## config.mk

```make
export PLATFORM = sky130hd
export DESIGN_NAME = button_conditioner
export DESIGN_NICKNAME = d
export VERILOG_FILES = /design/src/rtl/button_conditioner.sv
export SDC_FILE = /design/constraint.sdc
export NUM_CORES = 1
export LEC_CHECK = 0
export ABC_AREA = 1
export CAP_MARGIN = 20
export CORE_ASPECT_RATIO = 1.75
export CORE_UTILIZATION = 45
export DETAILED_ROUTE_END_ITERATION = 6
export GPL_TIMING_DRIVEN = 0
export PLACE_DENSITY_LB_ADDON = 0.08
export SETUP_SLACK_MARGIN = 0.5
export SLEW_MARGIN = 20
export SYNTH_ARGS = -nofsm -noshare
export SYNTH_HDL_FRONTEND = slang
export SYNTH_SLANG_ARGS = --single-unit
```

## constraint.sdc

```tcl
create_clock -name clk -period 2.53 [get_ports clk]
set_clock_uncertainty 0.05 [all_clocks]
set_input_delay 0.759 -clock clk [delete_from_list [all_inputs] [get_ports clk]]
set_output_delay 0.759 -clock clk [all_outputs]
set_load 0.01 [all_outputs]
```

## src/rtl/button_conditioner.sv

```systemverilog
// Button conditioner for a two-button up/down counter front end.
// Each raw button is synchronized, debounced, and then turned into
// one-cycle event pulses: one on press, one after REPEAT_DELAY, then one
// every REPEAT_PERIOD while held. A button's events are suppressed while
// the other button is held, so increment and decrement never coincide.
module button_conditioner #(
   parameter int unsigned DEBOUNCE_CYCLES = 1250000,
   parameter int unsigned REPEAT_DELAY    = 62500000,
   parameter int unsigned REPEAT_PERIOD   = 12500000
) (
   input  logic       clk,
   input  logic       reset,
   input  logic       BTN0,
   input  logic       BTN1,
   output logic       inc_pulse,
   output logic       dec_pulse,
   output logic [1:0] btn_level
);

   localparam int unsigned TIMER_MAX =
      (REPEAT_DELAY > REPEAT_PERIOD) ? REPEAT_DELAY : REPEAT_PERIOD;
   localparam int TW = (TIMER_MAX < 1) ? 1 : $clog2(TIMER_MAX + 1);
   localparam int CW = (DEBOUNCE_CYCLES < 1) ? 1 : $clog2(DEBOUNCE_CYCLES + 1);

   localparam logic [CW-1:0] DB_LAST     = CW'(DEBOUNCE_CYCLES - 1);
   localparam logic [TW-1:0] TIMER_DELAY = TW'(REPEAT_DELAY);
   localparam logic [TW-1:0] TIMER_PER   = TW'(REPEAT_PERIOD);
   localparam logic [TW-1:0] TIMER_ONE   = TW'(1);

   typedef enum logic [1:0] {
      RELEASED = 2'd0,
      HOLD     = 2'd1,
      REPEAT   = 2'd2
   } state_t;

   logic [1:0] rawBtn;
   logic [1:0] levelVec;
   logic [1:0] eventVec;
   logic       incPulse_q, incPulse_d;
   logic       decPulse_q, decPulse_d;

   assign rawBtn = {BTN1, BTN0};

   for (genvar b = 0; b < 2; b++) begin : g_btn
      logic          sync1_q, sync2_q;
      logic          level_q, level_d;
      logic [CW-1:0] cnt_q, cnt_d;
      state_t        state_q, state_d;
      logic [TW-1:0] timer_q, timer_d;
      logic          event_d;

      // Two-flop synchronizer for the asynchronous raw button.
      always_ff @(posedge clk) begin
         if (reset) begin
            sync1_q <= 1'b0;
            sync2_q <= 1'b0;
         end else begin
            sync1_q <= rawBtn[b];
            sync2_q <= sync1_q;
         end
      end

      // Debounce: count cycles of disagreement and flip the level once the run is long enough.
      always_comb begin
         level_d = level_q;
         cnt_d   = '0;
         if (sync2_q != level_q) begin
            if (cnt_q == DB_LAST) begin
               level_d = ~level_q;
               cnt_d   = '0;
            end else begin
               cnt_d = cnt_q + 1'b1;
            end
         end
      end

      // Debounced level and disagreement counter registers.
      always_ff @(posedge clk) begin
         if (reset) begin
            level_q <= 1'b0;
            cnt_q   <= '0;
         end else begin
            level_q <= level_d;
            cnt_q   <= cnt_d;
         end
      end

      // Press / hold / auto-repeat sequencing; a timer value of one means it expires at this edge.
      always_comb begin
         state_d = state_q;
         event_d = 1'b0;
         timer_d = (timer_q != '0) ? (timer_q - 1'b1) : '0;
         case (state_q)
            RELEASED: begin
               if (level_q) begin
                  event_d = 1'b1;
                  timer_d = TIMER_DELAY;
                  state_d = HOLD;
               end
            end
            HOLD: begin
               if (!level_q) begin
                  state_d = RELEASED;
                  timer_d = '0;
               end else if (timer_q == TIMER_ONE) begin
                  event_d = 1'b1;
                  timer_d = TIMER_PER;
                  state_d = REPEAT;
               end
            end
            REPEAT: begin
               if (!level_q) begin
                  state_d = RELEASED;
                  timer_d = '0;
               end else if (timer_q == TIMER_ONE) begin
                  event_d = 1'b1;
                  timer_d = TIMER_PER;
               end
            end
            default: begin
               state_d = RELEASED;
               timer_d = '0;
            end
         endcase
      end

      // FSM state and repeat timer registers.
      always_ff @(posedge clk) begin
         if (reset) begin
            state_q <= RELEASED;
            timer_q <= '0;
         end else begin
            state_q <= state_d;
            timer_q <= timer_d;
         end
      end

      assign levelVec[b] = level_q;
      assign eventVec[b] = event_d;
   end

   // Conflict gating: an event only becomes a pulse while the other button is released.
   always_comb begin
      incPulse_d = eventVec[0] & ~levelVec[1];
      decPulse_d = eventVec[1] & ~levelVec[0];
   end

   // Registered one-cycle output pulses.
   always_ff @(posedge clk) begin
      if (reset) begin
         incPulse_q <= 1'b0;
         decPulse_q <= 1'b0;
      end else begin
         incPulse_q <= incPulse_d;
         decPulse_q <= decPulse_d;
      end
   end

   assign inc_pulse = incPulse_q;
   assign dec_pulse = decPulse_q;
   assign btn_level = levelVec;

endmodule

```

==> metrics.txt, run 1 <==
most frequent cells after synthesis=nor2_1 (140), nand2_1 (136), dfxtp_1 (106); status=completed; Via density=4.89; dominant synthesized flop cell=dfxtp_1; width of the die=87.2 microns; reg2reg path depth=11; drt first pass iters=4; slack of the worst reg-to-reg path=0.69 ns; WP depth=1; vias in the first global route=4,612; worst-path maximum fanout=1; Hold Crit Depth=2; Post-Syn Area=5720 sq um; Place WS=0.0883 ns; ys async rst share=0%; Clock Latency Late Sink=0.35 ns; Crit Path Category=reg2out; first-pass GRT wire length=20,300 microns; Startpoint Class=flop; synthesis-to-layout area growth=10.3%; grt total ovfl=0; Avg Synthesized Cell Area=7.27 sq um; synth unique cells=40; final period utilization=79.1%; I/O pin count=8; Root Driver=clkbuf_16; Non-Filler Instances=977; initial drt markers=172; worst hold-check path type=reg2reg; Fin. Hold Viols=0; syn nets=805; DP Area=6000 sq um; fmax=500 MHz; worst path cell trace=clkdlybuf4s50_1; Final #Nets=823; total core area=12,400 sq um; WP data required=1.72 ns; Starting Density=46.0%; CP Buf/Inv Count=1; DRC viols=0; port bufs=7; setup slack after layout=0.528 ns; num rows=54; die height=151 microns; Yosys reg bits=106; Max VDD drop=0.376 mV; CTS tree=built; area of the die=13,200 sq um; worst rel slew slack=71.8%; ranking of synthesized cells by area=dfxtp_1 (37%), nor2_1 (9.2%), nand2_1 (8.9%), inv_1 (6.2%), xor2_1 (6.1%); Yosys top cell area share=37.1%; pwr/cell area=1020 nW/um^2; postcts setup bufs=0; crit-path max cell delay=0.53 ns; H-tree depth=3; synth warn=0; most frequent cell after synthesis=nor2_1; Critical Path Sink Type=output port; P_leak=2.67 nW; crit path DAT=1.19 ns; RSZ-0062 raised after global routing=true; sequential area share after synthesis=37.1%; wire per inst=12.0 microns; final wirelength=11,700 microns; Slowest cell on crit path=clkdlybuf4s50_1; hpwl dp=9080 microns; Worst-Margin Slew=0.420 ns; initial antenna violation count=0; Synth area leader=dfxtp_1; setup TNS=0 ns; CTS buffer count=9; Final ANT Viol Nets=0; delay-heaviest family, CP=buffers and inverters; vias post-DR=4,782; Worst-path clk slew=0.07 ns; design area=6310 sq um; Hold Buf Count CTS=0; share of cells above drive strength 1=12.7%; clock buffer depth=2; dpl cells=961; Cells after Synth=786; GRT Total Usage=19.6%; largest net degree at the start of global routing=18; Max-Cap Viols=0; RePlAce Congestion=0.872; Antenna Cells=0; minimum clock period=2.00 ns; EDFF count, synth=0; setup violators final=0; Final Max Tran Viols=0; clk sinks=106
## layout make-up
cell class,count,area (sq um)
fillers,1297,6120
multi-input cells,573,3180
flip-flops and latches,106,2120
inverters,99,374
clock buffers,10,229
well taps,168,210
repair buffers,7,70.1
clock inverters,6,65.1
plain buffers,8,55.1
## path summary, 6_finish.rpt
| path | start | to |
|---|---|---|
| worst min-delay path | g_btn[0].sync1_q | g_btn[0].sync2_q |
| worst max-delay path | dec_pulse | dec_pulse |
| worst max register to register | g_btn[1].timer_q[0] | g_btn[1].timer_q[21] |
| worst min register to register | g_btn[0].sync1_q | g_btn[0].sync2_q |
## metrics by stage
step                hold slack [ns]  util, %  power (mW)
floorplan                     0.338        -        4.51
global placement              0.342     48.2        4.98
detailed placement            0.342     48.2        5.04
CTS                           0.352     50.6        6.49
global route                  0.379     50.7        6.95
finish                        0.352     50.7        6.44
## state kept, by name, summed over array words and instances, names as in the netlist
| name | flops |
|---|---|
| dec_pulse | 1 |
| g_btn.timer_q | 52 |
| g_btn.level_q | 2 |
| g_btn.sync2_q | 2 |
| g_btn.cnt_q | 42 |
| g_btn.sync1_q | 2 |
| g_btn.state_q | 4 |
| inc_pulse | 1 |
## metal layers
| layer | up-vias | track usage (%) | wire length [microns] |
|---|---|---|---|
| li1 | 2526 | - | - |
| met1 | 2206 | 21.9 | 5040 |
| met2 | 38 | 36.5 | 6310 |
| met3 | 12 | 3.32 | 205 |
| met4 | 0 | 7.46 | 193 |
| met5 | - | 0 | 0 |
## power by group
part	switching, mW	internal (mW)	leakage, nW
combinational	1.82	1.01	1.67
clock	0.642	0.770	0.143
sequential	0.248	1.94	0.861
total	2.71	3.73	2.67
## worst min-delay path, delay by kind of cell (launching register included)
kind                   cells  cell delay [ns]
buffers and inverters      1             0.04
DFF                        1             0.30
and+or+nand+nor            1             0.03
## timing repair
action / CTS / global route
gates cloned: 0 / 0
pin swaps: 0 / 1
endpoints found under the setup margin: 10 / 16
gates resized for setup: 4 / 6
## placed cells by master (no fill, tap or decap), drive strengths merged, types with 4 or more instances in the layout
master and instances:
xnor2 11, buf 8, xor2 40, o21ai 33
nand4 26, a21oi 36, ha 15, inv 100
nand2 156, dfxtp 106, nand3 47, nor2 168
nor3 20, clkdlybuf4s50 4, or2 7, clkbuf 10
## cell families (layout without fill, tap and decap cells)
group / Yosys count / count (layout) / share of synthesized area, %
adders and majority gates: 15 / 15 / 3.28
buffers and inverters: 107 / 130 / 7.46
AOI/OAI and AO/OA: 74 / 74 / 7.42
and+or+nand+nor: 433 / 433 / 36.9
xor gates and xnor gates: 51 / 51 / 7.81
DFF: 106 / 106 / 37.1
(Power assumes the default switching activity.)
==> run 2, diff against run 1 <==
- clock period: 2.53 -> 1.65 ns (I/O delays scaled with it)
==> run 2 against run 1 <==
Global-route usage is 3.9 points higher; die area stayed put; sequential power is 65% higher; critical path depth is 8 higher; cell count is 10% higher; sequential share of layout area is 7.1 points lower; critical endpoint is now g_btn[0].timer_q[9]; highest routed layer unchanged.
==> metrics.txt, run 2 (synthesis gave the netlist of run 1 again) <==
most common cell after layout, fill and taps aside=nand2_1; crit path DAT=1.80 ns; RePlAce Congestion=0.900; initial drt markers=218; GRT Total Usage=23.6%; Critical Path Source=g_btn[0].timer_q[8]; first-pass GRT wire length=24,400 microns; CTS tree=built; grt total ovfl=0; initial antenna violation count=0; Via density=5.11; RSZ-0062 raised after global routing=true; wire per inst=14.4 microns; Final #Nets=921; port bufs=7; hpwl dp=9430 microns; Reg area=2250 sq um; worst rel slew slack=75.6%; vias post-DR=5,494; # fillers=1,001; Worst R2R End=g_btn[0].timer_q[9]; Fin. Hold Viols=0; DRC viols=0; setup TNS=0 ns; setup slack after layout=0.0507 ns; worst hold margin=0.352 ns; setup violators final=0; num rows=54; drt first pass iters=5; I/O pin count=8; final wirelength=15,400 microns; Root Driver=clkbuf_16; synthesis-to-layout area growth=48.2%; WP data required=1.85 ns; most frequent cells in the layout=nand2_1 (99), nor2_1 (84), inv_1 (71); Starting Density=46.0%; worst hold-check path type=reg2reg; Non-Filler Instances=1,075; max FFs per register=52; final period utilization=96.9%; reg2reg path depth=9; multi-input logic area=4350 sq um; Worst-path clk slew=0.08 ns; Top Registers=g_btn.timer_q: 52 flops, g_btn.cnt_q: 42 flops, g_btn.state_q: 4 flops; CP endpoint=g_btn[0].timer_q[9]; clk sinks=106; width of the die=87.2 microns; status=completed; Max VDD drop=0.736 mV; Crit Path Category=reg2reg; share of cells above drive strength 1=50.1%; minimum clock period=1.60 ns; clock buffer depth=2; largest net degree at the start of global routing=20; P_leak=3.46 nW; area of the die=13,200 sq um; Clock Latency Late Sink=0.35 ns; dpl cells=961; die height=151 microns; slack of the worst reg-to-reg path=0.05 ns; total core area=12,400 sq um; Largest Register=g_btn.timer_q; pwr/cell area=1560 nW/um^2; Max-Cap Viols=0; Critical Path Sink Type=flop; H-tree depth=3; Antenna Cells=0; Final ANT Viol Nets=0; Final Max Tran Viols=0; Place WS=-0.342 ns; worst-path maximum fanout=10; RR Startpoint=g_btn[0].timer_q[8]; vias in the first global route=5,530; Startpoint Class=flop; worst hold start=g_btn[0].sync1_q; Worst-Margin Slew=0.364 ns; fmax=625 MHz; CTS buffer count=9
-- run 2: worst min-delay path by stage --
stage	end	slack, ns	depth (start not counted)
2_1_floorplan	g_btn[0].sync2_q	0.34	2
3_3_place_gp	g_btn[0].sync2_q	0.34	2
3_5_place_dp	g_btn[0].sync2_q	0.35	2
4_1_cts	g_btn[0].sync2_q	0.36	2
5_1_grt	g_btn[0].sync2_q	0.38	2
6_report	g_btn[0].sync2_q	0.35	2
-- run 2: power breakdown --
| group | total (mW) | internal [mW] | leakage (nW) | switching, mW |
|---|---|---|---|---|
| registers | 3.62 | 3.07 | 0.895 | 0.552 |
| logic | 7.53 | 3.33 | 2.42 | 4.20 |
| clock network | 2.10 | 1.05 | 0.144 | 1.05 |
| total | 13.3 | 7.45 | 3.46 | 5.80 |
-- run 2: worst max-delay path: stages (launching register included) --
cell and delay (ns):
dfxtp_4 0.36, nor2_4 0.18, nand2_4 0.10, nor2_4 0.13
nand4_4 0.12, nand2_2 0.12, inv_2 0.05, o21ai_4 0.16
buf_12 0.17, nor2_1 0.05
-- run 2: area by class of cell --
cell class	instances	area share, %
well taps	168	2.48
clock buffers	9	2.66
multi-input cells	576	51.4
plain buffers	8	0.975
repair buffers	102	10.5
inverters	99	4.77
flip-flops and latches	106	26.5
clock inverters	7	0.694
-- run 2: repair_timing --
action,in CTS,in global routing
pin swaps,68,76
endpoints found under the setup margin,106,106
hold buffers,0,0
setup buffers,64,28
gates resized for setup,166,156
gates cloned,6,0
-- run 2: layer usage --
metal | track usage, % | part of all wire, % | vias up
met4 | 12.6 | 3.7 | 0
met5 | 0 | 0 | -
met2 | 44.4 | 56 | 97
li1 | - | - | 2736
met1 | 23.9 | 38 | 2617
met3 | 4.41 | 2.3 | 44
-- run 2: metrics by stage --
stage | total power, mW | instance area, sq um | utilization [%]
detailed placement | 8.22 | 6340 | 51.0
global placement | 8.13 | 6340 | 51.0
global route | 14.1 | 8470 | 68.1
floorplan | 7.39 | 6060 | -
CTS | 12.2 | 7720 | 62.1
finish | 13.3 | 8470 | 68.1
==> patch: new RTL, settings of run 1 <==
The output `dec_pulse` loses its register stage (`decPulse_q` becomes a continuous assignment).
--- a/src/rtl/button_conditioner.sv
+++ b/src/rtl/button_conditioner.sv
@@ -149,12 +149,12 @@
    always_ff @(posedge clk) begin
       if (reset) begin
          incPulse_q <= 1'b0;
-         decPulse_q <= 1'b0;
       end else begin
          incPulse_q <= incPulse_d;
-         decPulse_q <= decPulse_d;
       end
    end
+
+   assign decPulse_q = decPulse_d;
 
    assign inc_pulse = incPulse_q;
    assign dec_pulse = decPulse_q;
Function: same outputs for any inputs over 10 cycles, from zero or initial values and one cycle with reset high; that may be too few to reach the edited logic, so the function may still have changed.
==> patch against run 1 <==
Register-to-register slack got worse by 0.54 ns; design area rose by 9.2%; total power is 7.8% higher; worst setup slack got worse by 0.46 ns; first-iteration DRC count fell by 1.7%; count of clock-buffer cells in the layout rose by 3; utilization rose by 4.1 points; routed wire length up 15%; area after synthesis rose by 2.6%; critical path depth up 7; combinational power increased by 22%; sequential cell count is 1 lower; clock power up 3%; critical path type unchanged; critical endpoint unchanged.
==> patch: results (changes against run 1) <==
==========================================================================
Routed metal-1 wirelength                                          5340 µm   +6.0%
Max clock buf depth                                                      2   unchanged
Post-Place Worst Slack                                           -0.288 ns   -0.376 ns
Global routing usage on met1                                         0.214   -0.00428
Inserted Diodes                                                          0   unchanged
Number of H-tree levels                                                  3   unchanged
Peak supply drop                                                  0.606 mV   +61%
Outcome                                                       finished clean
Placement-stage cell area                                         6140 µm²   +2.4%
Fill cells                                                           1,247   -3.9%
Met2 layer wire length in the routed design                        7360 µm   +17%
Total clock buffers created by CTS                                       9   unchanged
Sequential share of the synthesized area                             0.358   -0.0130
R2R Path End                                                  g_btn[1].timer_q[20]
Synth area leaders                                            dfxtp_1 36%, nand2_1 9.4%, nor2_1 7.7%
CP startpoint                                                 g_btn[1].timer_q[15]
Data arrival time of the worst path                                1.66 ns   +0.47 ns
Number of iterations in the first detailed-routing pass                  4   unchanged
Clk network pwr share                                                0.209   -0.010
Routed wire length on met3                                          274 µm   +34%
Synth warn                                                               0   unchanged
Layout net count                                                       875   +6.3%
Fraction of layout instances using a drive strength above 1          0.210   +0.0829
R2R Setup Slk                                                      0.15 ns   -0.54 ns
Vias in the first global route                                       5,132   +11%
Global-route total usage across every layer                          0.211   +0.0151
Leakage component of the power                                     3.06 nW   +15%
Number of buffer cells added on primary ports                            6   -1
Pin count of the biggest net entering global routing                    17   -1
Clock Pin Slew Worst Setup and Hold Paths                          0.07 ns   about the same
Clock group                                                        1.45 mW   +3%
Synth Net Count                                                        827   +2.7%
Number of vias per cell                                               4.99   +2.0%
Number of resized instances in the post-cts repair step                 18   +14
Slew headroom                                                        0.650   -0.0675
Starting DRT DRC Count                                                 169   -1.7%
FF-to-FF path depth                                                     18   +7
CTS Root Cell                                                    clkbuf_16
Global placement routability congestion                              0.910   +4.4%
Post-CTS Setup Inserts                                                  30   +30
Detail Placement HPWL                                              9800 µm   +8.0%
F_max                                                              406 MHz   -19%
Capturing element of the worst setup path                        dec_pulse
First-pass GRT wire length                                       22,300 µm   +9.7%
Avg WL per Cell                                                    13.1 µm   +9.0%
Combinational-cell power consumption                               3.46 mW   +22%
Initial antenna violation count                                          0   unchanged
Met3 global-route usage                                             0.0378   +0.00455
Net switching fraction of the power                                  0.380   -0.0411
Critical path peak fanout                                                3   +2
Top cells by instance count after synthesis                   147 x nand2_1, 120 x nor2_1, 105 x dfxtp_1, 100 x inv_1, 45 x nand3_1
Class of the worst hold path                                       reg2reg
Largest registers in the final layout                         g_btn.timer_q x52, g_btn.cnt_q x42, g_btn.state_q x4
Library cells used by synthesis                                         45   +13%
Hold path cells                                                          2   unchanged
Global-route track usage on met2                                     0.395   +0.0295
==========================================================================
## patch: layout make-up
class                      instances  area, µm²  share of cell area
clock inverter                     3       47.5             0.00690
sequential                       105       2120               0.308
buffer                             8       85.1              0.0124
clock buffer                      13        260              0.0378
multi-input combinational        587       3390               0.492
tap                              168        210              0.0305
inverter                         108        408              0.0592
timing repair buffer              37        363              0.0527
## patch: worst min-delay path by stage
stage                           from  slack, ns          endpoint
floorplan           g_btn[0].sync1_q       0.34  g_btn[0].sync2_q
global placement    g_btn[1].sync1_q       0.35  g_btn[1].sync2_q
detailed placement  g_btn[1].sync1_q       0.35  g_btn[1].sync2_q
CTS                 g_btn[1].sync1_q       0.36  g_btn[1].sync2_q
global route        g_btn[1].sync1_q       0.39  g_btn[1].sync2_q
finish              g_btn[1].sync1_q       0.36  g_btn[1].sync2_q
## patch: cell families after synthesis
group | after synthesis | share of synthesized area
and+or+nand+nor | 446 | 0.379
buffers and inverters | 116 | 0.0840
DFF | 105 | 0.358
AOI/OAI and AO/OA | 83 | 0.0829
xor gates and xnor gates | 43 | 0.0642
adders and majority gates | 15 | 0.0320
## patch: worst max-delay path, stage by stage, from the launching register on
cell and delay (ns):
dfxtp_1 0.36, nor2_4 0.12, nand2_2 0.11, nor2_4 0.17, nand3_4 0.10, nor2_4 0.12, a21oi_4 0.07, nor3_2 0.10
buf_2 0.16
## patch: metrics by stage
| step | setup TNS, ns | std cells |
|---|---|---|
| 2_1_floorplan | 0 | 808 |
| 3_3_place_gp | -0.266 | 982 |
| 3_5_place_dp | -0.288 | 982 |
| 4_1_cts | 0 | 1028 |
| 5_1_grt | -0.00333 | 1029 |
| 6_report | 0 | 1029 |
